===== config.mk =====
export PLATFORM = sky130hd
export DESIGN_NAME = hamming_tx_serializer
export DESIGN_NICKNAME = d
export VERILOG_FILES = /design/src/rtl/hamming_pkg.sv /design/src/rtl/hamming_encoder.sv /design/src/rtl/hamming_tx_serializer.sv
export SDC_FILE = /design/constraint.sdc
export NUM_CORES = 1
export LEC_CHECK = 0
export ABC_AREA = 0
export BUFFER_PORTS_ARGS = -buffer_cell sky130_fd_sc_hd__buf_2
export CELL_PAD_IN_SITES_DETAIL_PLACEMENT = 0
export CELL_PAD_IN_SITES_GLOBAL_PLACEMENT = 1
export CORE_MARGIN = 2
export CORE_UTILIZATION = 39
export CTS_CLUSTER_SIZE = 16
export DETAILED_ROUTE_END_ITERATION = 12
export HOLD_SLACK_MARGIN = 0.06
export PLACE_DENSITY_LB_ADDON = 0.05
export SYNTH_ARGS = -nofsm -noshare
export SYNTH_HDL_FRONTEND = slang
export SYNTH_SLANG_ARGS = --single-unit

===== constraint.sdc =====
create_clock -name clk -period 1.75 [get_ports clk]
set_input_delay 0.175 -clock clk [delete_from_list [all_inputs] [get_ports clk]]
set_output_delay 0.175 -clock clk [all_outputs]
set_load 0.02 [all_outputs]

===== src/rtl/hamming_pkg.sv =====
// ============================================================================
// Module      : hamming_pkg
// Description : Shared Hamming(7,4) bit positions, parity helper and TX states.
// Revision    : 1.0 - initial release
// ============================================================================
`default_nettype none

package hamming_pkg;

    // Codeword bit indices (bit 6 = Hamming position 1 ... bit 0 = position 7)
    localparam int P1_POS = 6;
    localparam int P2_POS = 5;
    localparam int X3_POS = 4;
    localparam int P4_POS = 3;
    localparam int X2_POS = 2;
    localparam int X1_POS = 1;
    localparam int X0_POS = 0;

    typedef enum logic [1:0] {
        ST_IDLE  = 2'd0,
        ST_START = 2'd1,
        ST_DATA  = 2'd2,
        ST_STOP  = 2'd3
    } tx_state_t;

    function automatic logic [6:0] hamming_encode(input logic [3:0] i_nib);
        logic [6:0] w_c;
        w_c         = '0;
        w_c[X3_POS] = i_nib[3];
        w_c[X2_POS] = i_nib[2];
        w_c[X1_POS] = i_nib[1];
        w_c[X0_POS] = i_nib[0];
        w_c[P1_POS] = i_nib[3] ^ i_nib[2] ^ i_nib[0];
        w_c[P2_POS] = i_nib[3] ^ i_nib[1] ^ i_nib[0];
        w_c[P4_POS] = i_nib[2] ^ i_nib[1] ^ i_nib[0];
        return w_c;
    endfunction

endpackage

`default_nettype wire


===== src/rtl/hamming_encoder.sv =====
// ============================================================================
// Module      : hamming_encoder
// Description : Combinational nibble-to-codeword encoder with error-injection mask.
// Revision    : 1.0 - initial release
// ============================================================================
`default_nettype none

module hamming_encoder
    import hamming_pkg::*;
(
    input  logic [3:0] i_data,
    input  logic [2:0] i_err_pos,
    output logic [6:0] o_code,
    output logic [6:0] o_line
);

    logic [6:0] w_mask;

    // Hamming position k lives at codeword bit 7-k; position 0 means no error
    assign w_mask = (i_err_pos == 3'd0) ? 7'd0
                                        : 7'(7'd1 << (3'd7 - i_err_pos));
    assign o_code = hamming_encode(i_data);
    assign o_line = o_code ^ w_mask;

endmodule

`default_nettype wire


===== src/rtl/hamming_tx_serializer.sv =====
// ============================================================================
// Module      : hamming_tx_serializer
// Description : Hamming(7,4) encoder feeding a start/7-data/stop serial framer.
// Revision    : 1.0 - initial release
// ============================================================================
`default_nettype none

module hamming_tx_serializer
    import hamming_pkg::*;
#(
    parameter int CLKS_PER_BIT = 4
) (
    input  logic       clk,
    input  logic       rst,
    input  logic [3:0] data_in,
    input  logic       data_valid,
    output logic       data_ready,
    input  logic [2:0] err_pos,
    output logic       tx_out,
    output logic       tx_busy,
    output logic [6:0] code_out,
    output logic       code_valid
);

    localparam logic [7:0] c_CNT_MAX = 8'(CLKS_PER_BIT - 1);

    tx_state_t  r_state;
    logic [7:0] r_cnt;
    logic [2:0] r_idx;
    logic [6:0] r_word;
    logic       r_tx;
    logic       r_busy;
    logic [6:0] r_code;
    logic       r_code_valid;

    logic [6:0] w_code;
    logic [6:0] w_line;
    logic [7:0] w_word_ext;
    logic       w_xfer;
    logic       w_bit_end;

    hamming_encoder u_enc (
        .i_data    (data_in),
        .i_err_pos (err_pos),
        .o_code    (w_code),
        .o_line    (w_line)
    );

    assign data_ready = (r_state == ST_IDLE) && !rst;
    assign w_xfer     = data_valid && data_ready;
    assign w_bit_end  = (r_cnt == c_CNT_MAX);
    // Zero-extended so any 3-bit index stays inside the vector
    assign w_word_ext = {1'b0, r_word};

    // tx_out is loaded one state ahead so each state's line level is present
    // from its very first cycle
    always_ff @(posedge clk) begin
        if (rst) begin
            r_state      <= ST_IDLE;
            r_cnt        <= 8'd0;
            r_idx        <= 3'd0;
            r_word       <= 7'd0;
            r_tx         <= 1'b1;
            r_busy       <= 1'b0;
            r_code       <= 7'd0;
            r_code_valid <= 1'b0;
        end else begin
            r_code_valid <= 1'b0;
            case (r_state)
                ST_IDLE: begin
                    r_tx   <= 1'b1;
                    r_busy <= 1'b0;
                    if (w_xfer) begin
                        r_word       <= w_line;
                        r_code       <= w_code;
                        r_code_valid <= 1'b1;
                        r_cnt        <= 8'd0;
                        r_tx         <= 1'b0;
                        r_busy       <= 1'b1;
                        r_state      <= ST_START;
                    end
                end
                ST_START: begin
                    if (w_bit_end) begin
                        r_cnt   <= 8'd0;
                        r_idx   <= 3'd6;
                        r_tx    <= r_word[6];
                        r_state <= ST_DATA;
                    end else begin
                        r_cnt <= r_cnt + 8'd1;
                    end
                end
                ST_DATA: begin
                    if (w_bit_end) begin
                        r_cnt <= 8'd0;
                        if (r_idx == 3'd0) begin
                            r_tx    <= 1'b1;
                            r_state <= ST_STOP;
                        end else begin
                            r_idx <= r_idx - 3'd1;
                            r_tx  <= w_word_ext[r_idx - 3'd1];
                        end
                    end else begin
                        r_cnt <= r_cnt + 8'd1;
                    end
                end
                ST_STOP: begin
                    if (w_bit_end) begin
                        r_cnt   <= 8'd0;
                        r_busy  <= 1'b0;
                        r_state <= ST_IDLE;
                    end else begin
                        r_cnt <= r_cnt + 8'd1;
                    end
                end
                default: begin
                    r_state <= ST_IDLE;
                    r_tx    <= 1'b1;
                    r_busy  <= 1'b0;
                end
            endcase
        end
    end

    assign tx_out     = r_tx;
    assign tx_busy    = r_busy;
    assign code_out   = r_code;
    assign code_valid = r_code_valid;

endmodule

`default_nettype wire

==> results.json, run 1 <==
{
  "status": "completed",
  "area_growth_pct": 22.3,
  "antennaDiodeCount": 0,
  "tritoncts": "done",
  "hold_viol": 0,
  "place_congestion": 0.788,
  "finalCriticalPeriod_ns": 1.70,
  "cts_buffers": 5,
  "post_route_cells_drive_above_1_share_pct": 23.0,
  "fill_cells": 390,
  "yosys_register_bits": 30,
  "drt_wl_total_um": 3680,
  "rows": 23,
  "end_kind": "flip-flop",
  "fin_util_pct": 49.9,
  "hold_path_end": "code_out[1]",
  "place_ws_ns": -0.0389,
  "synth_cell_types": 40,
  "io-pin-count": 21,
  "setup_viol_count_final": 0,
  "drtIter0Drc": 44,
  "rsz0062_at_grt": "true",
  "final_nets": 239,
  "placedCellCount": 264,
  "root_buffer": "clkbuf_8",
  "dieArea_um2": 4750,
  "critPathMaxFanout": 4,
  "r2r_slack_ns": 0.05,
  "die_w_um": 68.9,
  "worstHoldStart": "data_in[1]",
  "netlist_top_cells_area": "dfxtp_1 37%, nand3b_1 6.8%, ha_1 6.1%",
  "p_leak_nw": 0.828,
  "fmax_mhz": 587,
  "grt_pass1_vias": 1333,
  "wire_per_inst_um": 13.5,
  "layout_commonest_cell": "dfxtp_1",
  "layout.cells.most_common_list": "29 x dfxtp_1, 20 x buf_2, 19 x nand2_1",
  "drc": 0,
  "grt_start_max_net_pins": 22,
  "cts_setup_buffers": 0,
  "start_util_pct": 40.8,
  "ctsHoldBuffers": 0,
  "antenna_found_initial": 0,
  "synthArstFlopShare_pct": 0,
  "relSlewSlack_pct": 67.1,
  "worst_slack_ns": 0.0462,
  "setup.worst_path.start_class": "flip-flop",
  "clk_latency_ns": 0.28,
  "grt_usage_pct": 17.3,
  "cts_resized": 2,
  "cts.clk_slew.worst_paths_ns": 0.07,
  "placed_cell_area_um2": 1870,
  "whs_path_depth": 3,
  "synth.cell_area_um2": 1640,
  "synth_edf_count": 0,
  "grt_pass1_wl_um": 6030,
  "final-seq-area_um2": 602,
  "synthesis.nets": 206,
  "syn_area_per_cell_um2": 8.75,
  "synth.top_cell.area_share_pct": 36.5,
  "synth_ff_type": "dfxtp_1",
  "seq_area_frac_synth_pct": 36.5,
  "hpwlAfterDp_um": 2700,
  "fin_crit_sh_pct": 97.4,
  "drtPass1Iterations": 4,
  "peakVddDrop_mv": 0.604,
  "crit_arrival_ns": 1.86,
  "fin_cells": 272,
  "via_count": 1397,
  "final_area_um2": 2010,
  "hp-class": "in2reg",
  "synth_top_area_cell": "dfxtp_1",
  "synth_warnings": 0,
  "die_h_um": 68.9,
  "htree_num_levels": 2,
  "critPathKind": "reg2reg",
  "r2r-end": "tx_out",
  "holdWs_ns": 0.148,
  "cts_buffer_depth": 2,
  "r2r_cells": 5,
  "drv_cap": 0,
  "clock-sinks": 30,
  "syn_inst": 188,
  "reg2reg_from": "r_idx[0]",
  "via_per_inst": 5.14,
  "port_buffers": 20,
  "postRouteAntennaNets": 0,
  "core_area_um2": 4030,
  "clock_skew_ns": 0.00724,
  "worstMarginPinSlew_ns": 0.491,
  "power.density_nw_per_um2": 1200,
  "slew_viol_final": 0,
  "cp.required_ns": 1.91,
  "multi_input_area_um2": 1030,
  "grt_overflow_total": 0
}
## state kept, by name (all words and copies together), names as in the netlist
name        count
code_out        7
code_valid      1
r_idx           3
tx_out          1
tx_busy         1
r_state         2
r_word          7
r_cnt           8
## final cells by class
type                    instances  share of cell area [%]
clock buffers                   7                    4.29
clock inverters                 1                   0.249
inverters                       8                    1.49
multi-input cells             144                    51.5
flip-flops and latches         30                    29.9
well taps                      50                    3.11
repair buffers                 32                    9.46
## layer usage
layer  vias to the layer above  wire (um)  GRT usage [%]
li1                        726          -              -
met2                        20       1740           28.5
met3                         2        133           4.87
met4                         0         19           5.15
met5                         -          0              0
met1                       649       1780           22.1
## logic make-up after synthesis
group           Yosys count  synth area share [%]
flops                    30                  36.5
xor+xnor                 18                  9.59
simple gates             74                  26.0
fa+ha+maj                 8                  6.09
mux                       3                  2.66
compound gates           41                  15.9
buf+inv                  14                  3.20
## critical path: stages (launching register included)
cell and delay, ns:
dfxtp_1 0.35, inv_1 0.10, ha_4 0.30, mux4_2 0.48, a211oi_1 0.26, a211oi_1 0.10
## cells in the mapped netlist (2+ instances only)
cell type	number
a211oi_1	6
nor2_1	14
nor3b_1	3
dfxtp_1	30
inv_1	7
o21a_1	3
nor2b_1	2
nand3_1	5
nor4_1	3
o21ai_0	11
clkbuf_1	6
nand3b_1	15
ha_1	8
nand2b_1	2
xor2_1	8
o21bai_1	2
xnor2_1	10
nand2_1	19
a31oi_1	3
a21oi_1	10
and3_1	2
## per-stage QoR
stage | TNS (ns) | total power (W)
2_1_floorplan | 0 | 0.00146
3_5_place_dp | -0.0389 | 0.00179
6_report | 0 | 0.00240
4_1_cts | 0 | 0.00239
3_3_place_gp | 0 | 0.00178
5_1_grt | -0.0306 | 0.00257
## how the worst max path moves through the flow
stage | from | cells past startpoint | end | slack [ns]
finish | r_idx[0] | 5 | tx_out | 0.05
global route | r_state[1] | 6 | tx_out | -0.03
CTS | r_state[0] | 6 | r_state[1] | 0.005
detailed placement | r_idx[0] | 5 | tx_out | -0.04
global placement | r_idx[0] | 5 | tx_out | 0.04
floorplan | r_idx[0] | 5 | tx_out | 0.04
## power breakdown
part           internal, W  switching [W]  leakage, nW  total [W]
clock             0.000317       0.000259       0.0482   0.000576
sequential        0.000799      0.0000649        0.245   0.000864
combinational     0.000434       0.000529        0.534   0.000963
total              0.00155       0.000853        0.828    0.00240
Note: power is estimated with default switching activity, not from simulation.
==> run 2: changes to the inputs <==
--- a/config.mk
+++ b/config.mk
@@ -5,12 +5,12 @@
 export SDC_FILE = /design/constraint.sdc
 export NUM_CORES = 1
 export LEC_CHECK = 0
-export ABC_AREA = 0
+export ABC_AREA = 1
 export BUFFER_PORTS_ARGS = -buffer_cell sky130_fd_sc_hd__buf_2
 export CELL_PAD_IN_SITES_DETAIL_PLACEMENT = 0
 export CELL_PAD_IN_SITES_GLOBAL_PLACEMENT = 1
 export CORE_MARGIN = 2
-export CORE_UTILIZATION = 39
+export CORE_UTILIZATION = 37
 export CTS_CLUSTER_SIZE = 16
 export DETAILED_ROUTE_END_ITERATION = 12
 export HOLD_SLACK_MARGIN = 0.06
==> run 2 against run 1 <==
Critical path depth rose by 5. Utilization fell by 4.5 points. Non-clock buffer count fell by 6. Flip-flop and latch count did not move. Clock skew fell by 0.00061 ns. Cell count rose by 18%. Combinational power rose by 7%. First-iteration DRC count rose by 73%. Worst hold slack improved by 0.014 ns. Synthesized cell count rose by 27%. Clock-buffer cell count fell by 1. Register-to-register slack improved by 0.10 ns.
==> results.json, run 2 <==
{
  "tritoncts": "done",
  "drtPass1Iterations": 4,
  "io-pin-count": 21,
  "synth_ff_type": "dfxtp_1",
  "synthMostInstantiatedCell": "nand2_1",
  "port_buffers": 20,
  "crit_path_max_incr_delay_ns": 0.37,
  "fin_crit_sh_pct": 91.5,
  "cts_buffer_depth": 2,
  "finalCriticalPeriod_ns": 1.60,
  "synthTopCellsByCount": "55 x nand2_1, 35 x inv_1, 30 x dfxtp_1",
  "synth.cell_area_um2": 1670,
  "grt_start_max_net_pins": 14,
  "met1_usage_pct": 22.9,
  "start_util_pct": 38.2,
  "die_h_um": 71.1,
  "slew_viol_final": 0,
  "crit_chain": "ha_1, inv_1, nor2_1, nand4_4, nand2_1, nand2_1, nor2_2, nand2_1, nand2_1, nor2_1",
  "area_growth_pct": 18.7,
  "clock_skew_ns": 0.00663,
  "power_w": 0.00250,
  "synth_top_area_cell": "dfxtp_1",
  "regMostFlops": "r_cnt",
  "synthArstFlopShare_pct": 0,
  "grt_pass1_vias": 1415,
  "layout_commonest_cell": "nand2_1",
  "power.density_nw_per_um2": 1270,
  "grt_pass1_wl_um": 6580,
  "antennaDiodeCount": 0,
  "fill_cells": 474,
  "multi_input_area_um2": 930,
  "critPathMaxFanout": 7,
  "synthesis.nets": 257,
  "crit_start": "r_cnt[0]",
  "drv_cap": 0,
  "layout.cells.most_common_list": "53 x nand2_1, 34 x inv_1, 30 x dfxtp_1",
  "cts.clk_slew.worst_paths_ns": 0.06,
  "cp_slowest_cell": "dfxtp_1",
  "synth_edf_count": 0,
  "wire_per_inst_um": 12.0,
  "tns_ns": 0,
  "worstMarginPinSlew_ns": 0.317,
  "syn_area_per_cell_um2": 6.97,
  "end_kind": "flip-flop",
  "core_area_um2": 4350,
  "die_w_um": 71.1,
  "antenna_found_initial": 0,
  "crit_top_cell": "nand2_1",
  "post_route_cells_drive_above_1_share_pct": 18.3,
  "rows": 24,
  "setup.worst_path.start_class": "flip-flop",
  "fin_util_pct": 45.4,
  "use_met3_pct": 4.56,
  "synth.top_cell.area_share_pct": 36.1,
  "grt_overflow_total": 0,
  "reg2reg_from": "r_cnt[0]",
  "dieArea_um2": 5050,
  "via_per_inst": 4.77,
  "grt_usage_pct": 16.6,
  "via_count": 1527,
  "cts_setup_buffers": 0,
  "syn_inst": 239,
  "status": "completed",
  "hpwlAfterDp_um": 2880,
  "busiest_layer": "met2",
  "hold_viol": 0,
  "peakVddDrop_mv": 0.528,
  "critPathKind": "reg2reg",
  "p_leak_nw": 0.927,
  "seq_area_frac_synth_pct": 36.1,
  "final_nets": 285,
  "cp.required_ns": 1.93,
  "clk_latency_ns": 0.28,
  "synth_warnings": 0,
  "largest_register_ffs": 8,
  "setup_viol_count_final": 0,
  "relSlewSlack_pct": 78.7,
  "grt_use_met2_pct": 24.9,
  "yosys_register_bits": 30,
  "drtIter0Drc": 76,
  "final-seq-area_um2": 601,
  "drt_wl_total_um": 3850,
  "fmax_mhz": 625,
  "r2r_slack_ns": 0.15,
  "place_congestion": 0.793,
  "hp-class": "in2reg",
  "postRouteAntennaNets": 0,
  "synth_cell_types": 29,
  "netlist_top_cells_area": "dfxtp_1 36%, nand2_1 12%, inv_1 7.9%",
  "root_buffer": "clkbuf_8",
  "clock-sinks": 30,
  "drc": 0,
  "cts_buffers": 5,
  "htree_num_levels": 2,
  "crit_arrival_ns": 1.78,
  "worstHoldStart": "rst"
}
## run 2: routing by layer
metal | vias to the layer above | wire (um) | part of all wire (%)
li1 | 813 | - | -
met1 | 681 | 1960 | 51
met2 | 26 | 1680 | 44
met3 | 7 | 149 | 3.9
met4 | 0 | 61 | 1.6
met5 | - | 0 | 0
## run 2: metrics by stage
step	hold WS [ns]	instances	area (um2)	setup WS (ns)
2_1_floorplan	0.286	239	1670	0.105
5_1_grt	0.160	320	1980	-0.0175
3_5_place_dp	0.453	312	1850	0.0790
6_report	0.162	320	1980	0.149
3_3_place_gp	0.453	312	1850	0.0548
4_1_cts	0.155	320	1950	0.0746
## run 2: repair_timing
action | in CTS | in global routing
resized for setup | 0 | 6
endpoints found under the setup margin | 0 | 6
hold buffers | 0 | 0
## run 2: where the power goes
group | switching, W | internal (W) | leakage [nW]
sequential | 0.0000685 | 0.000814 | 0.246
clock | 0.000269 | 0.000316 | 0.0472
combinational | 0.000665 | 0.000370 | 0.634
## run 2: layout make-up
type	count	area share, %
multi-input combinational	167	47.0
clock buffer	6	4.18
timing repair buffer	26	7.34
tap	52	3.29
sequential	30	30.4
inverter	37	7.15
clock inverter	2	0.633
## run 2: kinds of logic (layout without fill, tap and decap cells)
logic type | after synthesis | in the layout | synth area share [%]
DFF | 30 | 30 | 36.1
AOI/OAI and AO/OA | 33 | 33 | 11.9
and+or+nand+nor | 116 | 116 | 31.1
xor gates and xnor gates | 10 | 10 | 5.26
adders and majority gates | 8 | 8 | 6.01
buffers and inverters | 42 | 71 | 9.69
## run 2: worst max-delay path: cells and delay by family, from the launching register on
kind	cells	cell delay (ns)
AND/OR/NAND/NOR	8	0.89
buffers and inverters	1	0.05
flip-flops	1	0.37
adder cells (fa/ha/maj)	1	0.20
## run 2: worst paths after layout
path	cells past startpoint	endpoint
hold / removal	2	tx_busy
setup / recovery	10	r_state[1]
setup reg to reg	10	r_state[1]
hold reg to reg	2	code_out[1]
